[src/rtl/ace_pkg.sv]
// rtl/ace_pkg.sv - shared types and encodings for the ACE read-return stage
package ace_pkg;

    typedef enum logic [2:0] {
        IDLE,
        WAIT_SNOOP,
        SNP_DATA,
        MEM_AR,
        MEM_R,
        WAIT_RACK,
        DONE
    } state_t;

    localparam int CRRESP_DATA_TRANSFER = 0;
    localparam int CRRESP_ERROR         = 1;
    localparam int CRRESP_PASS_DIRTY    = 2;
    localparam int CRRESP_IS_SHARED     = 3;
    localparam int CRRESP_WAS_UNIQUE    = 4;

    localparam logic [1:0] RRESP_OKAY   = 2'b00;
    localparam logic [1:0] RRESP_SLVERR = 2'b10;

endpackage

[src/rtl/ace_rack_watchdog.sv]
// rtl/ace_rack_watchdog.sv - RACK wait counter with single-cycle expiry strobe
module ace_rack_watchdog #(
    parameter int LIMIT = 256
) (
    input  logic clk,
    input  logic resetn,
    input  logic run,
    input  logic clear,
    output logic expire
);

    localparam int CW = $clog2(LIMIT + 1);

    logic [CW-1:0] cnt;

    always_ff @(posedge clk) begin
        if (!resetn || !run || clear) begin
            cnt <= '0;
        end else begin
            cnt <= cnt + 1'b1;
        end
    end

    // A RACK arriving in the final cycle wins over the timeout.
    assign expire = run && !clear && (cnt == CW'(LIMIT - 1));

endmodule

[src/rtl/ace_read_return.sv]
// rtl/ace_read_return.sv - ACE read-return stage (snoop data or memory fetch); optional RACK watchdog via ACE_RACK_TIMEOUT_EN
module ace_read_return
    import ace_pkg::*;
#(
    parameter int NUM_MASTERS             = 8,
    parameter int ID_SIZE                 = 8,
    parameter int ADDR_SIZE               = 32,
    parameter int DATA_SIZE               = 128,
    parameter int NUM_DATA_SIZE_CACHELINE = 4,
    parameter int RACK_TIMEOUT            = 256
) (
    input  logic                                           ACLK,
    input  logic                                           ARESETn,
    input  logic                                           req_vld,
    input  logic [$clog2(NUM_MASTERS)-1:0]                 req_master,
    input  logic [ID_SIZE-1:0]                             req_id,
    input  logic [ADDR_SIZE-1:0]                           req_addr,
    input  logic                                           data_rdy,
    input  logic                                           no_data,
    input  logic [NUM_DATA_SIZE_CACHELINE*DATA_SIZE-1:0]   cache_line_in,
    input  logic [4:0]                                     crresp_in,
    output logic                                           mem_arvalid,
    input  logic                                           mem_arready,
    output logic [ADDR_SIZE-1:0]                           mem_araddr,
    input  logic                                           mem_rvalid,
    input  logic [DATA_SIZE-1:0]                           mem_rdata,
    input  logic                                           mem_rlast,
    output logic                                           mem_rready,
    output logic [NUM_MASTERS*ID_SIZE-1:0]                 RID,
    output logic [NUM_MASTERS*DATA_SIZE-1:0]               RDATA,
    output logic [NUM_MASTERS*4-1:0]                       RRESP,
    output logic [NUM_MASTERS-1:0]                         RLAST,
    output logic [NUM_MASTERS-1:0]                         RVALID,
    input  logic [NUM_MASTERS-1:0]                         RREADY,
    input  logic [NUM_MASTERS-1:0]                         RACK,
    output logic                                           busy,
    output logic                                           done,
    output logic                                           rack_timeout
);

    localparam int MW = $clog2(NUM_MASTERS);
    localparam int BW = $clog2(NUM_DATA_SIZE_CACHELINE);
    localparam logic [BW-1:0] LAST_BEAT = BW'(NUM_DATA_SIZE_CACHELINE - 1);

    state_t state, state_nxt;

    logic [MW-1:0]                                 sel_q;
    logic [ID_SIZE-1:0]                            id_q;
    logic [ADDR_SIZE-1:0]                          addr_q;
    logic [NUM_DATA_SIZE_CACHELINE*DATA_SIZE-1:0]  line_q;
    logic                                          is_shared_q;
    logic                                          pass_dirty_q;
    logic                                          error_q;
    logic [BW-1:0]                                 beat_q;

    logic                 lane_valid;
    logic                 lane_ready;
    logic                 lane_last;
    logic [DATA_SIZE-1:0] lane_data;
    logic [3:0]           lane_resp;
    logic                 rack_sel;
    logic                 wd_expire;
    logic                 unused_crresp;

    assign lane_ready    = RREADY[sel_q];
    assign rack_sel      = RACK[sel_q];
    assign busy          = (state != IDLE);
    assign mem_araddr    = (state == MEM_AR) ? addr_q : '0;
    assign unused_crresp = ^{crresp_in[CRRESP_DATA_TRANSFER], crresp_in[CRRESP_WAS_UNIQUE]};

    always_ff @(posedge ACLK) begin
        if (!ARESETn) begin
            state <= IDLE;
        end else begin
            state <= state_nxt;
        end
    end

    always_ff @(posedge ACLK) begin
        if (!ARESETn) begin
            sel_q        <= '0;
            id_q         <= '0;
            addr_q       <= '0;
            line_q       <= '0;
            is_shared_q  <= 1'b0;
            pass_dirty_q <= 1'b0;
            error_q      <= 1'b0;
            beat_q       <= '0;
        end else begin
            if (state == IDLE && req_vld) begin
                sel_q  <= req_master;
                id_q   <= req_id;
                addr_q <= req_addr;
            end
            if (state == WAIT_SNOOP && data_rdy) begin
                line_q       <= cache_line_in;
                is_shared_q  <= crresp_in[CRRESP_IS_SHARED];
                pass_dirty_q <= crresp_in[CRRESP_PASS_DIRTY];
                error_q      <= crresp_in[CRRESP_ERROR];
                beat_q       <= '0;
            end else if (state == SNP_DATA && lane_ready) begin
                beat_q <= beat_q + 1'b1;
            end
        end
    end

    always_comb begin
        state_nxt   = state;
        lane_valid  = 1'b0;
        lane_data   = '0;
        lane_last   = 1'b0;
        lane_resp   = '0;
        mem_arvalid = 1'b0;
        mem_rready  = 1'b0;
        done        = 1'b0;
        case (state)
            IDLE: begin
                if (req_vld) state_nxt = WAIT_SNOOP;
            end
            WAIT_SNOOP: begin
                if (data_rdy) state_nxt = no_data ? MEM_AR : SNP_DATA;
            end
            SNP_DATA: begin
                lane_valid = 1'b1;
                lane_data  = line_q[DATA_SIZE*int'(beat_q) +: DATA_SIZE];
                lane_last  = (beat_q == LAST_BEAT);
                lane_resp  = {is_shared_q, pass_dirty_q, error_q ? RRESP_SLVERR : RRESP_OKAY};
                if (lane_ready && lane_last) state_nxt = WAIT_RACK;
            end
            MEM_AR: begin
                mem_arvalid = 1'b1;
                if (mem_arready) state_nxt = MEM_R;
            end
            MEM_R: begin
                // Memory beats pass straight through to the initiator; no buffering.
                lane_valid = mem_rvalid;
                lane_data  = mem_rdata;
                lane_last  = mem_rlast;
                lane_resp  = {is_shared_q, 1'b0, RRESP_OKAY};
                mem_rready = lane_ready;
                if (mem_rvalid && lane_ready && mem_rlast) state_nxt = WAIT_RACK;
            end
            WAIT_RACK: begin
                if (rack_sel || wd_expire) state_nxt = DONE;
            end
            DONE: begin
                done      = 1'b1;
                state_nxt = IDLE;
            end
            default: state_nxt = IDLE;
        endcase
    end

    always_comb begin
        RID    = '0;
        RDATA  = '0;
        RRESP  = '0;
        RLAST  = '0;
        RVALID = '0;
        RVALID[sel_q]                               = lane_valid;
        RLAST[sel_q]                                = lane_last;
        RDATA[DATA_SIZE*int'(sel_q) +: DATA_SIZE]   = lane_data;
        RRESP[4*int'(sel_q) +: 4]                   = lane_resp;
        if (lane_valid) RID[ID_SIZE*int'(sel_q) +: ID_SIZE] = id_q;
    end

`ifdef ACE_RACK_TIMEOUT_EN
    ace_rack_watchdog #(
        .LIMIT (RACK_TIMEOUT)
    ) u_rack_watchdog (
        .clk    (ACLK),
        .resetn (ARESETn),
        .run    (state == WAIT_RACK),
        .clear  (rack_sel),
        .expire (wd_expire)
    );

    // Registered so the strobe lines up with the DONE cycle it causes.
    always_ff @(posedge ACLK) begin
        if (!ARESETn) begin
            rack_timeout <= 1'b0;
        end else begin
            rack_timeout <= wd_expire;
        end
    end
`else
    logic unused_cfg;
    assign unused_cfg   = (RACK_TIMEOUT > 0);
    assign wd_expire    = 1'b0;
    assign rack_timeout = 1'b0;
`endif

endmodule

[config.mk]
export PLATFORM = sky130hd
export DESIGN_NAME = ace_read_return
export DESIGN_NICKNAME = d
export VERILOG_FILES = /design/src/rtl/ace_pkg.sv /design/src/rtl/ace_rack_watchdog.sv /design/src/rtl/ace_read_return.sv
export SDC_FILE = /design/constraint.sdc
export NUM_CORES = 2
export LEC_CHECK = 0
export CAP_MARGIN = 20
export CORE_AREA = 5 5 729 731
export DETAILED_ROUTE_END_ITERATION = 6
export DIE_AREA = 0 0 734 736
export HOLD_SLACK_MARGIN = 0.12
export PLACE_DENSITY = 0.3
export SETUP_SLACK_MARGIN = 0.4
export SLEW_MARGIN = 20
export SYNTH_ARGS = -nofsm -noshare
export SYNTH_HDL_FRONTEND = slang
export SYNTH_SLANG_ARGS = --single-unit
[constraint.sdc]
create_clock -name ACLK -period 2.36 [get_ports ACLK]
set_input_delay 0.236 -clock ACLK [delete_from_list [all_inputs] [get_ports ACLK]]
set_output_delay 0.236 -clock ACLK [all_outputs]
set_load 0.05 [all_outputs]
# Yosys cells after proc, flatten, opt, wreduce, memory -nomap -nowiden
# Cells that the tools add are included.
[word_totals] elab_cells=76 memories=0 ram_bits=0 romBits=0 latchBits=0 reg_bits=563 out_inout_bits=1173
[op_classes] n_lt_le_gt_ge=2 n_div=0 n_eq_ne=13 mul=0 shifts=7 bitwise=6 add_sub_neg=4 n_reduce_logical=11 mux=24
[op_table] cell="$and 1024x1024->1024" n=1
[op_table] cell="$shift 128x33->1024 const A" n=1
[op_table] cell="$shiftx 128x33->1024" n=1
[op_table] cell="$shiftx 512x10->128" n=1
[op_table] cell="$pmux 128 s2" n=1
[op_table] cell="$and 64x64->64" n=1
[op_table] cell="$mux 64" n=1
[op_table] cell="$shift 8x33->64 const A" n=1
[op_table] cell="$shiftx 8x33->64" n=1
[op_table] cell="$neg 10->33" n=1
[op_table] cell="$neg 5->33" n=1
[op_table] cell="$neg 6->33" n=1
[op_table] cell="$shift 4x33->32 const A" n=1
[op_table] cell="$shiftx 4x33->32" n=1
[op_table] cell="$and 32x32->32" n=1
[op_table] cell="$mux 32" n=1
[op_table] cell="$mux 3" n=6
[op_table] cell="$pmux 3 s6" n=1
[op_table] cell="$and 8x8->8" n=2
[op_table] cell="$ne 2x2->1 const B" n=5
[op_table] cell="$eq 3x3->1 const B" n=3
[op_table] cell="$pmux 4 s2" n=1
[op_table] cell="$logic_and 1x1->1" n=7
[op_table] cell="$mux 1" n=7
[op_table] cell="16 further kinds" n=19

# Logic depth before layout (Yosys ltp)
[logic_depth] word_depth=6 mapped_depth=9 depth_no_buf=6

# Worst setup path after synthesis
# No wires, ideal clock.
[synth_timing] path_kind="reg2out" startpoint="register sel_q[1]" endpoint="output port RRESP[7]" stages_incl_launch_ff=9 setup_slack_ns=-0.771 t_arrival_ns=2.895 cell_sequence="dfxtp_1 > buf_1 > inv_1 > ha_1 > ha_1 > nor2b_1 > nand3_1 > clkbuf_1 > nor3_1"
[synth_via] elab_chain_cells=3 word_cells_on_any_way=4
[synth_lines] item="start, declared" line_no="ace_read_return.sv:47" source="logic [MW-1:0] sel_q;"
[synth_lines] item="start signal, assigned" line_no="ace_read_return.sv:91" source="sel_q <= req_master;"
[synth_lines] item="$neg 5->33 (*)" line_no="ace_read_return.sv:163" source="RRESP[4*int'(sel_q) +: 4] = lane_resp;"
[synth_lines] item="$shiftx 4x33->32 / $shift 4x33->32 (equally long branches)" line_no="ace_read_return.sv:163"
[synth_lines] item="$and 32x32->32 (no line) (*)"
[synth_lines] item="end, declared" line_no="ace_read_return.sv:31" source="output logic [NUM_MASTERS*4-1:0] RRESP,"
# Every way passes the cells marked *; elsewhere a longest branch is shown, timed or not.

# Worst setup path after layout
[layout_timing] startpoint="register beat_q[0]" endpoint="output port RDATA[874]"
[layout_via] elab_chain_cells=4
[layout_lines] item="start, declared" line_no="ace_read_return.sv:54" source="logic [BW-1:0] beat_q;"
[layout_lines] item="start signal, assigned" line_no="ace_read_return.sv:102" source="beat_q <= beat_q + 1'b1;"
[layout_lines] item="$shiftx 512x10->128" line_no="ace_read_return.sv:125" source="lane_data = line_q[DATA_SIZE*int'(beat_q) +: DATA_SIZE];"
[layout_lines] item="$pmux 128 s2" line_no="ace_read_return.sv:116" source="case (state)"
[layout_lines] item="$shiftx 128x33->1024" line_no="ace_read_return.sv:162" source="RDATA[DATA_SIZE*int'(sel_q) +: DATA_SIZE] = lane_data;"
[layout_lines] item="$and 1024x1024->1024 (no line)"
[layout_lines] item="end, declared" line_no="ace_read_return.sv:30" source="output logic [NUM_MASTERS*DATA_SIZE-1:0] RDATA,"
# No other way between the ends.

==> run_results.csv <==
group,metric,value,unit
sta,rsz0062_at_grt,"yes",
setup_path,slowest_stage,"mux4_2",
synthesis,synth_mux_area_frac,0.100,
global_routing,use_met1,0.159,
placed_design,routabilityCongestion,0.819,
clock_tree,cts_tree,"yes",
detailed_routing,routed_wl,346000,um
global_routing,gr-max-usage-layer,"met2",
setup_path,max_stage_delay,0.50,ns
setup_path,path_cells,"buf_12 -> buf_16 -> buf_12 -> mux4_2 -> a22oi_2 -> buf_12 -> nor2_4 -> buf_6",
synthesis,synthFlopType,"dfxtp_1",
synthesis,synth_top_family_by_area,"simple AND/OR/NAND/NOR gates",
synthesis,ys_seq_elements,563,
clock_tree,cts-htree-levels,3,
synthesis,synthXorXnorAreaFrac,0.000290,
pwr,vdd_drop_max,0.000518,V
floorplan,die_h,736,um
placed_design,placed_cell_area,0.0725,mm2
status,status,"finished with violations",
floorplan,rows,266,
global_routing,grt_start_max_net_pins,105,
global_routing,globalRoute.totalOverflow,0,
synthesis,syn_area,0.0302,mm2
detailed_routing,routedWlPerCell,24.7,um
setup_path,crit_family,"buffers and inverters",
pwr,p_per_area,503,mW/mm2
detailed_routing,dr.pass1.iters,6,
detailed_routing,postRouteAntennaNets,0,
setup_path,crit_arrival,3.13,ns
global_routing,track_usage,0.119,
synthesis,yosysUniqueCellTypes,38,
global_routing,met2_usage,0.192,
clock_tree,clk_pin_slew,0.07,ns
clock_tree,insertion_delay,0.79,ns
placed_design,port_buffers,1873,
floorplan,io_pins,1885,
synthesis,yosys-top-cells-area,"dfxtp_1, nand2_1, nor2_1, a21boi_0, mux4_2",
sta,slew_headroom,0.353,
final_layout,drive_above_1_share,0.423,
sta,period_needed,3.36,ns
final_layout,final_nets,7661,
final_layout,area_growth,187,%
synthesis,syn_inst,4144,
synthesis,synth_edf_count,0,
sta,fin_skew,0.0698,ns
sta,worstMarginPinSlew,0.970,ns
run,cap_violations,0,
sta,hold_ws,0.206,ns
synthesis,yosys_warnings,0,
sta,final.period_utilization,1.42,
placed_design,place_inst,13100,
setup_path,crit_buf_inv,5,
setup_path,cp_max_fo,8,
synthesis,synth_top_area_share,0.374,
setup_path,critPathLaunchType,"flip-flop",
final_layout,stdcell_area,0.0866,mm2
sta,setup_viol,1164,
setup_path,endpoint_kind,"output pin",
floorplan,dieWidth,734,um
detailed_routing,drc,0,
detailed_routing,routed_via_density,2.98,
floorplan,start_util,0.0576,
global_routing,grt_pass1_wl,433000,um
final_layout,instances_no_fill,14000,
global_routing,antenna_found_initial,187,
detailed_routing,vias,41900,
sta,maxSlewViolCount,0,
pwr,p_leak,28.4,nW
sta,hold_viol_final,0,
synthesis,synthSimpleGateAreaFrac,0.298,
setup_path,path_common_cell,"buf_12",
setup_path,path_depth,8,
synthesis,yosysTopAreaCell,"dfxtp_1",
setup_path,cp.required,2.12,ns
floorplan,core,0.524,mm2
clock_tree,clk_path_buf_depth,4,
synthesis,synthArstFlopShare,0,
setup_path,worstSetupPathType,"flip-flop to output pin",
floorplan,fp.dieArea,0.540,mm2
min_path,hp-class,"input pin to flip-flop",
placed_design,hpwl,282000,um
global_routing,grt_pass1_vias,42900,
sta,max_freq,297,MHz
global_routing,gr-usage-met3,0.0360,
clock_tree,numCtsBuffers,84,
placed_design,post-place-ws,-0.506,ns
setup_path,reg2reg_depth,6,
synthesis,ys_seq_area_frac,0.374,
sta,fin_ws,-1.00,ns
synthesis,yosys.area_share.adder,0.00166,
clock_tree,clock-sinks,563,
clock_tree,cts-root-buf,"clkbuf_16",
synthesis,synth_compound_area_frac,0.173,
status,violations,"negative setup slack",
detailed_routing,drt_first_iter_violations,2200,
synthesis,syn_avg_cell_area,7.28,um2
min_path,min_path_cells,3,
## sequential cells by signal (all words and copies together) (netlist names)
signal,flops
addr_q,32
beat_q,2
error_q,1
id_q,8
is_shared_q,1
line_q,512
pass_dirty_q,1
sel_q,3
state,3
## worst register-to-register path: stages, from the launching register on
cell	delay (ns)
dfxtp_2	0.36
buf_6	0.27
mux2i_1	0.15
mux4_2	0.65
and2b_1	0.33
xnor2_1	0.09
nor2_2	0.42
## report_power, final
part / total, mW / switching [mW] / internal, mW
clock network: 12.9 / 5.36 / 7.54
registers: 11.8 / 0.867 / 11.0
logic: 18.8 / 11.3 / 7.58
## cell usage in the layout, fill, tap and decap left out, types with 4 or more instances in the layout
master           instances
dfxtp_1                557
clkinvlp_4               5
buf_16                  32
nor3_1                   8
nor2_1                 436
dfxtp_2                  4
nand2b_1                 4
a21boi_0               558
clkinv_2                 7
a22oi_1                  9
and3_1                  32
mux2i_1                  9
conb_1                   9
nor2_2                  45
inv_6                    4
nand2_1               1138
bufinv_16                5
nand3_4                  5
nand3b_1                 4
dlygate4sd3_1          522
mux4_2                 130
clkbuf_16              103
clkbuf_1                17
buf_6                  288
buf_8                   80
buf_4                  514
clkdlybuf4s50_1        708
buf_12                 930
diode_2                 78
nor2_4                 647
a22oi_2                119
nor2b_1                  4
clkbuf_8                15
## path summary, 6_finish.rpt
check,startpoint,end,slack [ns]
hold / removal,cache_line_in[15],line_q[15]$_SDFFE_PN0P_,0.21
setup reg to reg,sel_q[0]$_SDFFE_PN0P_,beat_q[0]$_SDFFE_PP0P_,-0.10
setup / recovery,beat_q[0]$_SDFFE_PP0P_,RDATA[874],-1.00
hold reg to reg,addr_q[5]$_SDFFE_PN0P_,addr_q[5]$_SDFFE_PN0P_,0.46
## synthesized netlist by cell type, drive strengths merged, types with 5 or more instances
library cell	count
nand3	5
nor2	1128
inv	5
buf	87
a22oi	128
a21boi	558
mux4	130
nand2	1142
and3	32
clkbuf	301
nor2b	7
dfxtp	563
mux2i	9
nor3	11
## layout make-up
type	instances	area, um2
timing repair buffer	3095	40700
clock inverter	26	307
fill	58300	437000
clock buffer	116	2370
multi-input combinational	3196	23100
tap	6968	8720
inverter	5	21.3
sequential	563	11300
antenna	78	195
## logic make-up (layout without fill, tap and decap cells)
group                      after synthesis  count (layout)
adders and majority gates                4               4
other                                    1              87
buffers and inverters                  393            3242
and+or+nand+nor                       2345            2345
xor gates and xnor gates                 1               1
AOI/OAI and AO/OA                      698             698
muxes                                  139             139
DFF                                    563             563
## timing repair
item,4_1_cts,5_1_grt
hold endpoints to repair,544,1
cloned,7,20
hold buffers,521,1
setup buffers,80,89
pin swaps,89,150
gates resized for setup,353,609
setup endpoints to repair,1572,1713
## per-layer routing
| metal | vias up | wire, um |
|---|---|---|
| li1 | 19300 | - |
| met1 | 20300 | 157000 |
| met2 | 1867 | 156000 |
| met3 | 358 | 26500 |
| met4 | 94 | 5740 |
| met5 | - | 586 |
## per-stage QoR
step	power, mW	utilization	setup TNS [ns]
finish	43.6	0.165	-935.89
detailed placement	27.9	0.139	-130.24
global placement	27.8	0.139	-126.00
global route	46.1	0.165	-1160.55
CTS	43.7	0.158	-1149.54
floorplan	18.8	-	-56.68
No activity file was read; power rests on OpenSTA's default activity.
